`src/rtl/add_pipe_mc.sv`:
```
// add_pipe_mc: multi-channel adder/accumulator with a fixed-latency, stallable result pipeline.
//
// Each accepted request is evaluated in its accept cycle. ADD, ACC, CLR and LOAD all produce a
// result there, and ACC, CLR and LOAD also update the per-channel accumulator in that cycle.
// The result then passes through PIPE_STAGES registered stages. The last stage drives the
// output port.
//
// Ports
//   clk        sole clock, rising edge
//   rst        synchronous, active-high reset
//   in_valid   request valid
//   in_ready   request accepted when in_valid & in_ready
//   in_op      2'b00 ADD, 2'b01 ACC, 2'b10 CLR, 2'b11 LOAD
//   in_ch      target channel (CH_W bits)
//   in_a/in_b  unsigned operands (DATA_WIDTH bits each); in_b is used by ADD only
//   out_valid  result valid
//   out_ready  sink ready; result transferred when out_valid & out_ready
//   out_ch     channel of the result
//   out_sum    result (ACC_W = DATA_WIDTH + ACC_EXT bits)
//   out_ovf    carry out of the accumulator on ACC
//
// Build option
//   ADD_PIPE_MC_SAT_EN  When defined, ACC saturates at 2^ACC_W-1 and the channel stays
//                       saturated until the next CLR or LOAD. When undefined, ACC wraps.

module add_pipe_mc #(
  parameter int unsigned DATA_WIDTH  = 8,
  parameter int unsigned ACC_EXT     = 4,
  parameter int unsigned NUM_CH      = 2,
  parameter int unsigned PIPE_STAGES = 2,
  localparam int unsigned ACC_W      = DATA_WIDTH + ACC_EXT,
  localparam int unsigned CH_W       = (NUM_CH > 1) ? $clog2(NUM_CH) : 1
) (
  input  logic                  clk,
  input  logic                  rst,
  input  logic                  in_valid,
  output logic                  in_ready,
  input  logic [1:0]            in_op,
  input  logic [CH_W-1:0]       in_ch,
  input  logic [DATA_WIDTH-1:0] in_a,
  input  logic [DATA_WIDTH-1:0] in_b,
  output logic                  out_valid,
  input  logic                  out_ready,
  output logic [CH_W-1:0]       out_ch,
  output logic [ACC_W-1:0]      out_sum,
  output logic                  out_ovf
);

  typedef enum logic [1:0] {
    OpAdd  = 2'b00,
    OpAcc  = 2'b01,
    OpClr  = 2'b10,
    OpLoad = 2'b11
  } op_e;

`ifdef ADD_PIPE_MC_SAT_EN
  localparam bit SatEn = 1'b1;
`else
  localparam bit SatEn = 1'b0;
`endif

  localparam int unsigned SumW = ACC_W + 1;
  // With NUM_CH == 1 the single channel bit is forced to zero so it always addresses acc[0].
  localparam logic [CH_W-1:0] ChMask = CH_W'(NUM_CH - 1);

  // Per-channel accumulator state.
  logic [ACC_W-1:0] acc_q [NUM_CH];
  logic [ACC_W-1:0] acc_d [NUM_CH];
  // Sticky saturation flag. It only ever becomes set in the saturating build.
  logic             sat_q [NUM_CH];
  logic             sat_d [NUM_CH];

  // Result pipeline. Index 0 is loaded at accept. Index PIPE_STAGES-1 drives the outputs.
  logic             stg_vld_q [PIPE_STAGES];
  logic [CH_W-1:0]  stg_ch_q  [PIPE_STAGES];
  logic [ACC_W-1:0] stg_sum_q [PIPE_STAGES];
  logic             stg_ovf_q [PIPE_STAGES];

  op_e              op;
  logic [CH_W-1:0]  ch_sel;
  logic             stall;
  logic             accept;
  logic [ACC_W-1:0] add_sum;
  logic [SumW-1:0]  acc_full;
  logic [ACC_W-1:0] res_sum;
  logic             res_ovf;

  assign op     = op_e'(in_op);
  assign ch_sel = in_ch & ChMask;

  // Handshake. While reset is asserted, out_valid and in_ready are both forced low.
  // This guarantees that no transfer of either kind happens in a reset cycle.
  assign out_valid = stg_vld_q[PIPE_STAGES-1] & ~rst;
  assign stall     = out_valid & ~out_ready;
  assign in_ready  = ~stall & ~rst;
  assign accept    = in_valid & in_ready;

  assign out_ch  = stg_ch_q[PIPE_STAGES-1];
  assign out_sum = stg_sum_q[PIPE_STAGES-1];
  assign out_ovf = stg_ovf_q[PIPE_STAGES-1];

  // ADD result is zero-extended into the accumulator width.
  assign add_sum  = ACC_W'(in_a) + ACC_W'(in_b);
  // ACC is computed one bit wider so the carry out of ACC_W is visible.
  assign acc_full = {1'b0, acc_q[ch_sel]} + SumW'(in_a);

  // Evaluate the request and compute the next accumulator state.
  // The accumulator is written in the accept cycle. A following request to the same channel
  // therefore reads the updated value with no forwarding logic.
  always_comb begin
    acc_d   = acc_q;
    sat_d   = sat_q;
    res_sum = '0;
    res_ovf = 1'b0;

    case (op)
      OpAdd: begin
        res_sum = add_sum;
      end
      OpAcc: begin
        if (SatEn && (acc_full[ACC_W] || sat_q[ch_sel])) begin
          res_sum = '1;
          res_ovf = 1'b1;
        end else begin
          res_sum = acc_full[ACC_W-1:0];
          res_ovf = acc_full[ACC_W];
        end
      end
      OpClr: begin
        res_sum = '0;
      end
      OpLoad: begin
        res_sum = ACC_W'(in_a);
      end
      default: begin
        res_sum = '0;
      end
    endcase

    // ADD leaves the accumulator untouched. CLR and LOAD always clear saturation.
    if (accept && (op != OpAdd)) begin
      acc_d[ch_sel] = res_sum;
      sat_d[ch_sel] = SatEn && (op == OpAcc) && res_ovf;
    end
  end

  // Pipeline and accumulator registers.
  // During a stall nothing moves, so no accept can happen and every stage holds.
  // Outside a stall the whole pipeline shifts, and bubbles shift along with valid results.
  always_ff @(posedge clk) begin
    if (rst) begin
      for (int i = 0; i < NUM_CH; i++) begin
        acc_q[i] <= '0;
        sat_q[i] <= 1'b0;
      end
      for (int i = 0; i < PIPE_STAGES; i++) begin
        stg_vld_q[i] <= 1'b0;
        stg_ch_q[i]  <= '0;
        stg_sum_q[i] <= '0;
        stg_ovf_q[i] <= 1'b0;
      end
    end else if (!stall) begin
      acc_q <= acc_d;
      sat_q <= sat_d;

      // Bubbles carry zeroed data, which keeps the idle outputs deterministic.
      stg_vld_q[0] <= accept;
      stg_ch_q[0]  <= accept ? ch_sel  : '0;
      stg_sum_q[0] <= accept ? res_sum : '0;
      stg_ovf_q[0] <= accept & res_ovf;

      for (int i = 1; i < PIPE_STAGES; i++) begin
        stg_vld_q[i] <= stg_vld_q[i-1];
        stg_ch_q[i]  <= stg_ch_q[i-1];
        stg_sum_q[i] <= stg_sum_q[i-1];
        stg_ovf_q[i] <= stg_ovf_q[i-1];
      end
    end
  end

endmodule

```
`config.mk`:
```
export PLATFORM = sky130hd
export DESIGN_NAME = add_pipe_mc
export DESIGN_NICKNAME = d
export VERILOG_FILES = /design/src/rtl/add_pipe_mc.sv
export SDC_FILE = /design/constraint.sdc
export NUM_CORES = 1
export LEC_CHECK = 0
export BUFFER_PORTS_ARGS = -buffer_cell sky130_fd_sc_hd__buf_2
export CORE_ASPECT_RATIO = 1.25
export CORE_UTILIZATION = 35
export CTS_CLUSTER_SIZE = 8
export DETAILED_ROUTE_END_ITERATION = 6
export PLACE_DENSITY_LB_ADDON = 0.05
export SETUP_SLACK_MARGIN = 0.2
export SYNTH_ARGS = -nofsm -noshare
export SYNTH_HDL_FRONTEND = slang
export SYNTH_SLANG_ARGS = --single-unit
export TNS_END_PERCENT = 1
```
`constraint.sdc`:
```
create_clock -name clk -period 5.6 [get_ports clk]
set_input_delay 0.56 -clock clk [delete_from_list [all_inputs] [get_ports clk]]
set_output_delay 0.56 -clock clk [all_outputs]
set_load 0.01 [all_outputs]
```
==> results by group <==
Clocking
  • CTS HTree Levels: 2
  • Cts hold-fix bufs: 0
  • Cts repair resizes: 0
  • Worst-Skew Late Latency: between 0.2 and 0.3 ns
  • CTS max path bufs: 2
  • Clock Tree Root: clkbuf_16
  • TritonCTS Buffers: 5
  • Clock tree sinks: 54
  • CTS tree: yes
  • Clock-pin slew on the worst setup and hold paths: ~0.070 ns
  • Setup bufs post-CTS: 0

Floorplan
  • Die ar.: about 9900 um2
  • I/O pin total: 39
  • Rows: 39
  • Core area: a little over 9000 um2
  • Die width: between 80 and 90 um
  • Die extent in y: 110.9 um
  • Starting density of the core: 0.3620

Route
  • Iter 0 DRT Violations: about 150
  • Post-route ant nets: 0
  • Detailed Routing Iterations Pass 1: 5
  • Mean routed wirelength per cell: 16.31 um
  • Drt via density: 5.451
  • Drt drc: 0
  • Total routed wirelength: about 7.8 mm
  • Via count: ~2,600

Job
  • Max Cap Violations: 0

Final layout
  • Area of the multi-input gates: ~1800 um2
  • Area grow syn2layout: 11.45%
  • Nets: just under 400
  • Register area: ~1400 um2
  • ANT cells: 0
  • FILL cells: 930
  • Layout cell share with drive strength beyond 1: 0.2090

STA
  • Final TNS setup: 0 ns
  • WHS: around 0.46 ns
  • Finish-stage setup viols: 0
  • Fmax: approximately 320 MHz
  • Layout Skew: approximately 0.0053 ns
  • RSZ-0062 raised after global routing: no
  • Slew Viols, Final: 0
  • Final hold vios: 0
  • Rel. slew slack: 0.2991
  • Final min period: about 3.1 ns
  • Fin crit share: 0.5558
  • Tightest Pin Transition: roughly 1.0 ns

Synth
  • Number of distinct library cells after synthesis: 65
  • Register bit total from synthesis: between 50 and 60
  • Synth top area share: 0.2713
  • YS warnings: 0
  • Sequential share of the synthesized area: 0.4160
  • Ys flop type: edfxtp_1
  • Syn avg cell area: 10.00 um2
  • Synth Net Count: between 300 and 400
  • EDFF count, synth: 30
  • Synth area leader: edfxtp_1
  • Mapped Cells: about 330
  • Top post-synthesis cells by count: nor2_1 (34), edfxtp_1 (30), dfxtp_1 (24)
  • Synth area leaders: edfxtp_1 (27%), dfxtp_1 (14%), ha_1 (6.0%), nor2_1 (3.8%), mux2i_1 (3.6%)
  • Most frequent cell after synthesis: nor2_1
  • Mapped Area: approximately 3300 um2
  • Async S/R FF share, synth: 0

Worst setup path
  • Startpoint Class: input port
  • CP Class: input port to flip-flop
  • Crit path max fanout: 26
  • Arrival time at the worst endpoint: ~3.2 ns
  • Worst EP required: around 5.6 ns
  • Worst Setup End Kind: flip-flop
  • FF-to-FF path depth: 7

Placement
  • Detailed Place HPWL: 5.796 mm
  • Port bufs: 38
  • RePlAce Congestion: ~0.86

Global route
  • Grt total ovfl: 0
  • Largest net degree at the start of global routing: 31
  • First-pass GRT wire length: ~12 mm
  • Initial antenna violation count: 0
  • Global Route Usage Sum: 0.1682
  • Number of global-route vias before repair: around 2,400

Status
  • Outcome: finished, final reports clean

Power and ir drop
  • Pwr Density: 251.7 nW/um2
  • LEAKAGE: 1.505 nW
  • Max IR drop VDD: around 0.13 mV

Min path
  • Hold path cells: 2
  • HP Class: flip-flop to flip-flop
==> placed cells by master (no fill, tap or decap), types with 6 or more instances in the layout <==
cell	synthesis	layout
a21oi_1	9	9
or3_1	7	7
nand3_1	11	11
mux2i_1	12	12
ha_1	16	16
edfxtp_1	30	30
a31oi_1	6	6
dfxtp_1	24	24
nand2_1	13	13
inv_1	10	10
o31ai_1	6	6
nor3_1	7	7
and3_1	16	16
o21ai_0	8	8
buf_2	6	38
a211oi_1	9	9
mux2_2	10	10
nor2_1	34	34
==> critical path, stage by stage <==
cell and delay (ns):
buf_2 0.46, mux2_2 0.43, ha_1 0.30, a211oi_2 0.41
nor4_1 0.11, or4_4 0.54, a31oi_1 0.26, nor2_1 0.06
==> power by group <==
part	internal, W	switching (W)	total (W)
sequential	0.000433	0.00000427	0.000437
combinational	0.0000552	0.0000883	0.000143
clock	0.000211	0.000140	0.000351
total	0.000699	0.000232	0.000931
==> state kept, by name (all words and copies together) (netlist names) <==
name,flops
stg_ovf_q,2
stg_sum_q,24
stg_ch_q,2
acc_q,24
stg_vld_q,2
==> logic make-up (layout without fill, tap and decap cells) <==
kind of cell	count (synthesis)	count (layout)	synth area share
AND/OR/NAND/NOR	115	115	0.1929
AO/OA/AOI/OAI	81	81	0.1778
flip-flops	54	54	0.4160
buffers and inverters	37	59	0.05765
multiplexers	22	22	0.07008
adder cells (fa/ha/maj)	18	18	0.07234
XOR/XNOR	5	5	0.01319
==> per-stage QoR <==
step                utilization  cell area (um2)  worst slack [ns]  instances  power [W]
finish                   0.4034             3701             2.487        477  0.0009314
global route             0.4034             3701             2.400        477  0.0009717
CTS                      0.4034             3701             2.551        477  0.0009454
detailed placement       0.3853             3535             2.239        469  0.0005898
global placement         0.3853             3535             2.265        469  0.0005902
floorplan                     -             3321             2.232        332  0.0005496
==> per-layer routing <==
| layer | GRT usage | wire length (um) | vias to the layer above |
|---|---|---|---|
| met2 | 0.2575 | 3657 | 67 |
| li1 | - | - | 1299 |
| met1 | 0.2341 | 3631 | 1226 |
| met4 | 0.06138 | 135 | 0 |
| met5 | 0 | 0 | - |
| met3 | 0.03053 | 353 | 8 |
==> path summary, 6_finish.rpt <==
path / startpoint / to / slack (ns)
setup reg to reg: acc_q[1] / stg_sum_q[0][5] / 3.06
hold / removal: acc_q[7] / acc_q[7] / 0.46
setup / recovery: in_ch / stg_sum_q[0][5] / 2.49
hold reg to reg: acc_q[7] / acc_q[7] / 0.46
==> area by class of cell <==
type / count / share of cell area
Multi-Input combinational cell: 241 / 0.4746
Sequential cell: 54 / 0.3732
Timing Repair Buffer: 39 / 0.05341
Tap cell: 123 / 0.04158
Clock buffer: 6 / 0.03482
Inverter: 12 / 0.01217
Clock inverter: 2 / 0.01014
(Power assumes the default switching activity.)
